**config.mk**
```make
export PLATFORM = sky130hd
export DESIGN_NAME = rf_writeback_ctrl_flat
export DESIGN_NICKNAME = d
export VERILOG_FILES = /design/src/rtl/rf_writeback_ctrl_if.sv /design/src/rtl/rf_writeback_ctrl.sv /design/src/flat_wrapper.sv
export SDC_FILE = /design/constraint.sdc
export NUM_CORES = 1
export LEC_CHECK = 0
export ABC_AREA = 1
export BUFFER_PORTS_ARGS = -buffer_cell sky130_fd_sc_hd__buf_2
export CORE_MARGIN = 2
export CORE_UTILIZATION = 40
export CTS_CLUSTER_DIAMETER = 120
export DETAILED_ROUTE_END_ITERATION = 8
export HOLD_SLACK_MARGIN = 0.15
export PLACE_DENSITY_LB_ADDON = 0.12
export SLEW_MARGIN = 5
export SYNTH_ARGS = -nofsm -noshare
export SYNTH_HDL_FRONTEND = slang
export SYNTH_SLANG_ARGS = --single-unit
```
**constraint.sdc**
```tcl
create_clock -name clk_i -period 1.45 [get_ports clk_i]
set_input_delay 0.145 -clock clk_i [delete_from_list [all_inputs] [get_ports clk_i]]
set_output_delay 0.145 -clock clk_i [all_outputs]
set_load 0.02 [all_outputs]
```
**src/rtl/rf_writeback_ctrl_if.sv**
```systemverilog
// Writeback-controller bus: ALU/LSU result handshakes, issue tap, operand
// busy/forward lookup and the register-file write port.
interface rf_writeback_ctrl_if #(
    parameter int XLEN = 32
);
    logic            alu_valid_i;
    logic [4:0]      alu_rd_i;
    logic [XLEN-1:0] alu_wd_i;
    logic            alu_ready_o;
    logic            lsu_valid_i;
    logic [4:0]      lsu_rd_i;
    logic [XLEN-1:0] lsu_wd_i;
    logic            lsu_ready_o;
    logic            issue_valid_i;
    logic [4:0]      issue_rd_i;
    logic [4:0]      rs1_i;
    logic [4:0]      rs2_i;
    logic            rs1_busy_o;
    logic            rs2_busy_o;
    logic            fwd1_sel_o;
    logic            fwd2_sel_o;
    logic [XLEN-1:0] fwd_data_o;
    logic            regwrite_o;
    logic [4:0]      rd_o;
    logic [XLEN-1:0] wd_o;

    // Controller side.
    modport slave (
        input  alu_valid_i, alu_rd_i, alu_wd_i, lsu_valid_i, lsu_rd_i, lsu_wd_i,
               issue_valid_i, issue_rd_i, rs1_i, rs2_i,
        output alu_ready_o, lsu_ready_o, rs1_busy_o, rs2_busy_o, fwd1_sel_o,
               fwd2_sel_o, fwd_data_o, regwrite_o, rd_o, wd_o
    );

    // Execute/LSU/issue side.
    modport master (
        output alu_valid_i, alu_rd_i, alu_wd_i, lsu_valid_i, lsu_rd_i, lsu_wd_i,
               issue_valid_i, issue_rd_i, rs1_i, rs2_i,
        input  alu_ready_o, lsu_ready_o, rs1_busy_o, rs2_busy_o, fwd1_sel_o,
               fwd2_sel_o, fwd_data_o, regwrite_o, rd_o, wd_o
    );
endinterface

```
**src/rtl/rf_writeback_ctrl.sv**
```systemverilog
// Arbitrates ALU/LSU writebacks onto the single RF write port, tracks
// per-register pending writes and provides operand busy/forward selects.
module rf_writeback_ctrl #(
    parameter int XLEN       = 32,
    parameter int NREG       = 32,
    parameter int STARVE_MAX = 4
) (
    input  logic                clk_i,
    input  logic                reset_i,
    rf_writeback_ctrl_if.slave  bus
);
    localparam logic [0:0] LSU_PRI   = 1'b0;
    localparam logic [0:0] ALU_FORCE = 1'b1;

    logic [0:0]      state_q, state_d;
    logic [3:0]      starve_q, starve_d;
    logic [NREG-1:0] busy_q, busy_d;
    logic            regwrite_q, regwrite_d;
    logic [4:0]      rd_q, rd_d;
    logic [XLEN-1:0] wd_q, wd_d;

    logic alu_ready, lsu_ready, alu_xfer, lsu_xfer;
    logic fwd1, fwd2;

    // Readies are forced low during reset so no handshake completes.
    always_comb begin
        alu_ready = 1'b0;
        lsu_ready = 1'b0;
        if (!reset_i) begin
            if (state_q == ALU_FORCE) begin
                alu_ready = 1'b1;
            end else begin
                lsu_ready = 1'b1;
                alu_ready = ~bus.lsu_valid_i;
            end
        end
    end

    assign alu_xfer = bus.alu_valid_i & alu_ready;
    assign lsu_xfer = bus.lsu_valid_i & lsu_ready;

    // Switch to ALU_FORCE on the edge where the stall count reaches the limit,
    // so the ALU wins the very next cycle.
    always_comb begin
        starve_d = starve_q;
        state_d  = state_q;
        if (alu_xfer)
            starve_d = '0;
        else if (bus.alu_valid_i && starve_q != 4'hF)
            starve_d = starve_q + 4'd1;
        if (state_q == LSU_PRI) begin
            if (starve_d == 4'(STARVE_MAX))
                state_d = ALU_FORCE;
        end else if (alu_xfer) begin
            state_d = LSU_PRI;
        end
    end

    always_comb begin
        regwrite_d = 1'b0;
        rd_d       = rd_q;
        wd_d       = wd_q;
        if (alu_xfer) begin
            regwrite_d = (bus.alu_rd_i != 5'd0);
            rd_d       = bus.alu_rd_i;
            wd_d       = bus.alu_wd_i;
        end else if (lsu_xfer) begin
            regwrite_d = (bus.lsu_rd_i != 5'd0);
            rd_d       = bus.lsu_rd_i;
            wd_d       = bus.lsu_wd_i;
        end
    end

    // Clear on writeback first, then set on issue: set wins on a same-rd collision.
    always_comb begin
        busy_d = busy_q;
        if (alu_xfer) busy_d[bus.alu_rd_i] = 1'b0;
        if (lsu_xfer) busy_d[bus.lsu_rd_i] = 1'b0;
        if (bus.issue_valid_i && bus.issue_rd_i != 5'd0)
            busy_d[bus.issue_rd_i] = 1'b1;
        busy_d[0] = 1'b0;
    end

    always_ff @(posedge clk_i or posedge reset_i) begin
        if (reset_i) begin
            state_q    <= LSU_PRI;
            starve_q   <= '0;
            busy_q     <= '0;
            regwrite_q <= 1'b0;
            rd_q       <= '0;
            wd_q       <= '0;
        end else begin
            state_q    <= state_d;
            starve_q   <= starve_d;
            busy_q     <= busy_d;
            regwrite_q <= regwrite_d;
            rd_q       <= rd_d;
            wd_q       <= wd_d;
        end
    end

    assign fwd1 = regwrite_q & (rd_q == bus.rs1_i) & (bus.rs1_i != 5'd0);
    assign fwd2 = regwrite_q & (rd_q == bus.rs2_i) & (bus.rs2_i != 5'd0);

    assign bus.alu_ready_o = alu_ready;
    assign bus.lsu_ready_o = lsu_ready;
    assign bus.fwd1_sel_o  = fwd1;
    assign bus.fwd2_sel_o  = fwd2;
    assign bus.rs1_busy_o  = busy_q[bus.rs1_i] & ~fwd1;
    assign bus.rs2_busy_o  = busy_q[bus.rs2_i] & ~fwd2;
    assign bus.fwd_data_o  = wd_q;
    assign bus.regwrite_o  = regwrite_q;
    assign bus.rd_o        = rd_q;
    assign bus.wd_o        = wd_q;
endmodule

```
**src/flat_wrapper.sv**
```systemverilog
// flat-port wrapper written by rule: the top's interface ports become plain ports
module rf_writeback_ctrl_flat 
#(
    parameter int XLEN       = 32,
    parameter int NREG       = 32,
    parameter int STARVE_MAX = 4
)
  (clk_i, reset_i, bus_alu_valid_i, bus_alu_rd_i, bus_alu_wd_i, bus_lsu_valid_i, bus_lsu_rd_i, bus_lsu_wd_i, bus_issue_valid_i, bus_issue_rd_i, bus_rs1_i, bus_rs2_i, bus_alu_ready_o, bus_lsu_ready_o, bus_rs1_busy_o, bus_rs2_busy_o, bus_fwd1_sel_o, bus_fwd2_sel_o, bus_fwd_data_o, bus_regwrite_o, bus_rd_o, bus_wd_o);
  rf_writeback_ctrl_if #(.XLEN(XLEN)) bus_i ();
  input  logic clk_i;
  input  logic reset_i;
  input wire logic [$bits(bus_i.alu_valid_i)-1:0] bus_alu_valid_i;
  input wire logic [$bits(bus_i.alu_rd_i)-1:0] bus_alu_rd_i;
  input wire logic [$bits(bus_i.alu_wd_i)-1:0] bus_alu_wd_i;
  input wire logic [$bits(bus_i.lsu_valid_i)-1:0] bus_lsu_valid_i;
  input wire logic [$bits(bus_i.lsu_rd_i)-1:0] bus_lsu_rd_i;
  input wire logic [$bits(bus_i.lsu_wd_i)-1:0] bus_lsu_wd_i;
  input wire logic [$bits(bus_i.issue_valid_i)-1:0] bus_issue_valid_i;
  input wire logic [$bits(bus_i.issue_rd_i)-1:0] bus_issue_rd_i;
  input wire logic [$bits(bus_i.rs1_i)-1:0] bus_rs1_i;
  input wire logic [$bits(bus_i.rs2_i)-1:0] bus_rs2_i;
  output wire logic [$bits(bus_i.alu_ready_o)-1:0] bus_alu_ready_o;
  output wire logic [$bits(bus_i.lsu_ready_o)-1:0] bus_lsu_ready_o;
  output wire logic [$bits(bus_i.rs1_busy_o)-1:0] bus_rs1_busy_o;
  output wire logic [$bits(bus_i.rs2_busy_o)-1:0] bus_rs2_busy_o;
  output wire logic [$bits(bus_i.fwd1_sel_o)-1:0] bus_fwd1_sel_o;
  output wire logic [$bits(bus_i.fwd2_sel_o)-1:0] bus_fwd2_sel_o;
  output wire logic [$bits(bus_i.fwd_data_o)-1:0] bus_fwd_data_o;
  output wire logic [$bits(bus_i.regwrite_o)-1:0] bus_regwrite_o;
  output wire logic [$bits(bus_i.rd_o)-1:0] bus_rd_o;
  output wire logic [$bits(bus_i.wd_o)-1:0] bus_wd_o;
  assign bus_i.alu_valid_i = bus_alu_valid_i;
  assign bus_i.alu_rd_i = bus_alu_rd_i;
  assign bus_i.alu_wd_i = bus_alu_wd_i;
  assign bus_i.lsu_valid_i = bus_lsu_valid_i;
  assign bus_i.lsu_rd_i = bus_lsu_rd_i;
  assign bus_i.lsu_wd_i = bus_lsu_wd_i;
  assign bus_i.issue_valid_i = bus_issue_valid_i;
  assign bus_i.issue_rd_i = bus_issue_rd_i;
  assign bus_i.rs1_i = bus_rs1_i;
  assign bus_i.rs2_i = bus_rs2_i;
  assign bus_alu_ready_o = bus_i.alu_ready_o;
  assign bus_lsu_ready_o = bus_i.lsu_ready_o;
  assign bus_rs1_busy_o = bus_i.rs1_busy_o;
  assign bus_rs2_busy_o = bus_i.rs2_busy_o;
  assign bus_fwd1_sel_o = bus_i.fwd1_sel_o;
  assign bus_fwd2_sel_o = bus_i.fwd2_sel_o;
  assign bus_fwd_data_o = bus_i.fwd_data_o;
  assign bus_regwrite_o = bus_i.regwrite_o;
  assign bus_rd_o = bus_i.rd_o;
  assign bus_wd_o = bus_i.wd_o;
  rf_writeback_ctrl #(.XLEN(XLEN), .NREG(NREG), .STARVE_MAX(STARVE_MAX)) u_core (.clk_i(clk_i), .reset_i(reset_i), .bus(bus_i));
endmodule
```
Word-level counts from Yosys, hierarchy flattened
Cells that the tools add are included.
Widths: inputs -> output; s select.
{"block": "word_totals", "register_bits": 74, "in_bits": 94, "output_inout_bits": 76, "word_cells": 74}
{"block": "op_classes", "addsub": 1, "n_lt_le_gt_ge": 8, "eq_ne": 4, "mux": 28, "bitwise_logic": 16, "reduce_logical": 11}
{"op": "$mux 32", "count": 5}
{"op": "$and 32x32->32", "count": 2}
{"op": "$not 32->32", "count": 2}
{"op": "$or 32x32->32", "count": 1}
{"op": "$lt 5x6->1 const B", "count": 5}
{"op": "$reduce_bool 5->1", "count": 5}
{"op": "$demux 1 s5", "count": 3}
{"op": "$ge 5x1->1 const B", "count": 3}
{"op": "$mux 1", "count": 14}
{"op": "$bmux 1 s5", "count": 2}
{"op": "$eq 5x5->1", "count": 2}
{"op": "$mux 5", "count": 2}
{"op": "$and 1x1->1", "count": 8}
{"op": "$mux 4", "count": 2}
{"op": "$logic_and 1x1->1", "count": 5}
{"op": "$add 4x1->4 const B", "count": 1}
{"op": "$eq 4x3->1 const B", "count": 1}
{"op": "$ne 4x4->1 const B", "count": 1}
{"op": "$not 1->1", "count": 3}
{"op": "$reduce_bool 2->1", "count": 1}

Depth between registers and ports, before layout
{"block": "depth", "ltp_word": 11, "mapped_depth": 11, "ltp_nobuf": 9}

Worst setup path before layout
Ideal clock, no wire load.
{"block": "synth_path", "path_type": "input to register", "from": "in reset_i", "to": "reg u_core.busy_q[11]", "setup_ns": 0.133, "t_arrival_ns": 1.707, "required_ns": 1.317, "slack_ns": -0.391, "path_stages": 6, "n_path_buf": 2, "cell_sequence": "inv_2 nand3_4 buf_6 buf_8 nor3_1 o22ai_1"}
{"block": "synth_between", "elab_chain_len": 7, "word_cells_on_any_way": 9, "classes_between": "mux (5); bitwise (4)"}
{"item": "start: declaration", "line": "flat_wrapper.sv:11", "text": "input logic reset_i;"}
{"item": "$mux 1", "line": "rf_writeback_ctrl.sv:29", "text": "if (!reset_i) begin"}
{"item": "$and 1x1->1", "line": "rf_writeback_ctrl.sv:39", "text": "assign alu_xfer = bus.alu_valid_i & alu_ready;"}
{"item": "$mux 32", "line": "rf_writeback_ctrl.sv:77", "text": "if (alu_xfer) busy_d[bus.alu_rd_i] = 1'b0;"}
{"item": "$and 32x32->32 (no line)"}
{"item": "$mux 32 (*)", "line": "rf_writeback_ctrl.sv:78", "text": "if (lsu_xfer) busy_d[bus.lsu_rd_i] = 1'b0;"}
{"item": "$or 32x32->32 (no line)"}
{"item": "$mux 32 (*)", "line": "rf_writeback_ctrl.sv:79", "text": "if (bus.issue_valid_i && bus.issue_rd_i != 5'd0)"}
{"item": "via u_core.busy_d[11]", "line": "rf_writeback_ctrl.sv:17", "text": "logic [NREG-1:0] busy_q, busy_d;"}
{"item": "end signal: assignment", "line": "rf_writeback_ctrl.sv:95", "text": "busy_q <= busy_d;"}
{"item": "end: declaration", "line": "rf_writeback_ctrl.sv:17"}
The timed path passes the listed nets; every way through them passes the cells marked *.
A chain may end at the register's enable or synchronous reset.

Final worst setup path
{"block": "layout_path", "from": "reg u_core.rd_q[2], in the netlist u_core.bus.rd_o[2]", "to": "out bus_rs2_busy_o"}
{"block": "layout_between", "elab_chain_len": 5}
{"item": "start: declaration", "line": "rf_writeback_ctrl.sv:19", "text": "logic [4:0] rd_q, rd_d;"}
{"item": "start signal: assignment", "line": "rf_writeback_ctrl.sv:97", "text": "rd_q <= rd_d;"}
{"item": "$eq 5x5->1", "line": "rf_writeback_ctrl.sv:103", "text": "assign fwd2 = regwrite_q & (rd_q == bus.rs2_i) & (bus.rs2_i != 5'd0);"}
{"item": "$and 1x1->1 (2 in series)", "line": "rf_writeback_ctrl.sv:103"}
{"item": "$not 1->1", "line": "rf_writeback_ctrl.sv:110", "text": "assign bus.rs2_busy_o = busy_q[bus.rs2_i] & ~fwd2;"}
{"item": "$and 1x1->1", "line": "rf_writeback_ctrl.sv:110"}
{"item": "end: declaration", "line": "flat_wrapper.sv:25", "text": "output wire logic [$bits(bus_i.rs2_busy_o)-1:0] bus_rs2_busy_o;"}
Every way passes these cells.

==> run summary <==
Bufs and invs on worst path: 2
CTS HTree Levels: 3
CP delay by family, top: flip-flops
Cell count of the worst hold path: 3
Yosys warning count: 0
Synthesized Nets: 753
CTS Buffer Depth: 2
Pins Over Slew Limit: 0
Status: finished, violations left
Setup crit end kind: primary output
Fraction of layout cells with a size suffix above 1: 29.93%
# rows: 39
Root buf cell: clkbuf_16
DR iter-0 viols: 604
Worst hold path class: in2reg
Relative slew slack: 36.02%
Final ANT Viol Nets: 0
Final Util: 58.78%
Post-synthesis sequential area ratio: 38.98%
DRC: 7
Asr flop ratio synth: 100.0%
CP max stage cell: dfrtp_1
#FFs+latches synth: 74
Critical path class: reg2out
R2R Setup Slk: 50 ps
Pwr/cell area: 1495 nW/um^2
Gr usage total: 26.75%
Initial core utilization: 41.25%
HPWL Detailed: 12.03 mm
Leakage power: 3.345 nW
Initial antenna violation count: 0
Place WS: -58.03 ps
Clk sinks: 74
Max cap viols: 0
Total gr overflow: 0
Num ports: 170
Tcrit/Tclk final: 116.6%
Via Count: 5514
Chip height: 113.0 um
Commonest non-fill, non-tap cell in the layout: nand2_1
Drt wl/cell: 16.76 um
Final setup violation count: 4
Syn-to-layout area delta: 42.48%
Synth Flop Type: dfrtp_1
PortBufs: 169
CTS tree: yes
Yosys cell types: 34
Skew final: 8.031 ps
Unrepaired setup endpoints after global routing: yes
Clock latency on the worst-skew pair: 340 ps
Critical-path cell list: buf_4 -> o22ai_1 -> nor2_1 -> nand4_1 -> nand2_1 -> nor2_2 -> buf_6
Overall routed net length: 17.34 mm
FILL cells: 1025
Failing checks: design-rule violations, negative setup slack
Final hold violation count: 0
Clk slew on worst S/H paths: 60 ps
Vias in the first global route: 5275
Hold Startpoint: bus_lsu_rd_i[0]
Mapped Avg Cell Area: 7.220 sq um
First-pass GRT wire length: 27.27 mm
Worst Path Arrival: 1550 ps
Largest net degree at the start of global routing: 75
Mapped Cells: 658
TNS Setup: -806.7 ps
CTS Buf Count: 9
Crit path launch type: register
Reg2reg path depth: 7
RR Endpoint: u_core.busy_q[3]
Ant diodes: 0
Die Wd: 113.0 um
Die ar.: 12760 sq um
Worst Hold Endpoint: u_core.bus.rd_o[0]
Tmin final: 1691 ps
Synthesized area: 4751 sq um
Nets: 982
F_max: 591.5 MHz
Vias per std cell: 5.328
Core area: 11520 sq um
RR Startpoint: u_core.state_q
Peak supply drop: 0.0009946 V
Crit Path Max Fanout: 3
CP max stage delay: 390 ps
Number of synthesized flops with an enable pin: 0
Most frequent cells in the layout: 185 x nand2_1, 165 x buf_2, 113 x nand3_1
Slew @ Worst Pin: 959.8 ps
1st-pass router iterations: 7
Routability congestion estimate: 0.9523
Crit path required time: 1310 ps
Setup slack after layout: -240.5 ps
routing by layer:
metal	GRT usage, %	wire, um	up-vias
li1	-	-	2632
met1	36.68	7438	2565
met2	43.21	8168	282
met3	4.874	1372	35
met4	8.455	363	0
met5	0	0	-
area by class of cell:
class,instances,area (sq um),share of cell area [%]
clock buffer,12,246.5,3.641
clock inverter,4,51.30,0.7579
inverter,50,200.2,2.957
multi-input combinational,477,2352,34.75
sequential,74,1853,27.38
tap,143,178.9,2.643
timing repair buffer,275,1887,27.87
worst min-delay path: cells and delay by family:
kind            cells  cell delay (ps)
simple gates        1               80
compound gates      1               70
buf+inv             1              160
through the flow:
step | total power (W) | instances | instance area [sq um] | hold WS, ps
2_1_floorplan | 0.006187 | 658 | 4756 | 85.81
3_3_place_gp | 0.007152 | 928 | 5461 | 363.7
3_5_place_dp | 0.007190 | 928 | 5461 | 365.5
4_1_cts | 0.009813 | 1027 | 6586 | 154.2
5_1_grt | 0.01069 | 1035 | 6769 | 180.2
6_report | 0.01012 | 1035 | 6769 | 160.7
logic make-up after synthesis:
group | after synthesis | synth area share [%]
buffers and inverters | 107 | 13.72
flip-flops | 74 | 38.98
AND/OR/NAND/NOR | 382 | 35.26
AO/OA/AOI/OAI | 91 | 11.22
adder cells (fa/ha/maj) | 1 | 0.2633
XOR/XNOR | 3 | 0.5532
how the worst max path moves through the flow:
stage	startpoint	end	slack, ps	cells after the start
3_5_place_dp	u_core.starve_q[0]	u_core.state_q	-60	6
6_report	u_core.bus.rd_o[2]	bus_rs2_busy_o	-240	7
3_3_place_gp	u_core.bus.rd_o[2]	bus_rs2_busy_o	6	8
2_1_floorplan	u_core.bus.rd_o[2]	bus_rs2_busy_o	50	7
5_1_grt	u_core.bus.rd_o[3]	bus_rs1_busy_o	-340	8
4_1_cts	u_core.bus.rd_o[1]	bus_rs2_busy_o	-250	8
power breakdown:
group | total (W) | internal [W] | switching, W
Clock | 0.00225 | 0.00138 | 0.000869
Combinational | 0.00440 | 0.00178 | 0.00262
Sequential | 0.00347 | 0.00276 | 0.000707
Total | 0.0101 | 0.00592 | 0.00419
sequential cells by signal (all words and copies together), names as in the netlist:
signal / count
u_core.starve_q: 4
u_core.state_q: 1
u_core.bus.rd_o: 5
u_core.bus.fwd_data_o: 32
u_core.bus.regwrite_o: 1
u_core.busy_q: 31
synth_stat cells, types with 2 or more instances:
cell type,instances,area share (%)
a21oi_1,12,1.3
buf_2,5,0.53
buf_4,42,6.6
buf_6,9,2.1
dfrtp_1,74,39
inv_1,43,3.4
inv_2,4,0.32
inv_4,3,0.40
nand2_1,188,15
nand2_2,3,0.40
nand3_1,121,13
nand3_4,2,0.74
nand3b_1,3,0.47
nand4_1,3,0.40
nor2_1,47,3.7
nor3_1,9,0.95
o211ai_1,2,0.32
o21ai_0,30,3.2
o21ai_1,8,0.84
o221ai_1,7,1.3
o22ai_1,29,3.8
xnor2_1,2,0.37
timing repair:
item | CTS | global route
resized for setup | 19 | 49
endpoints found under the setup margin | 6 | 48
pin swaps | 11 | 18
hold buffers | 70 | 0
endpoints found under the hold margin | 38 | 0
setup buffers | 13 | 9
No activity file was read; power rests on OpenSTA's default activity.
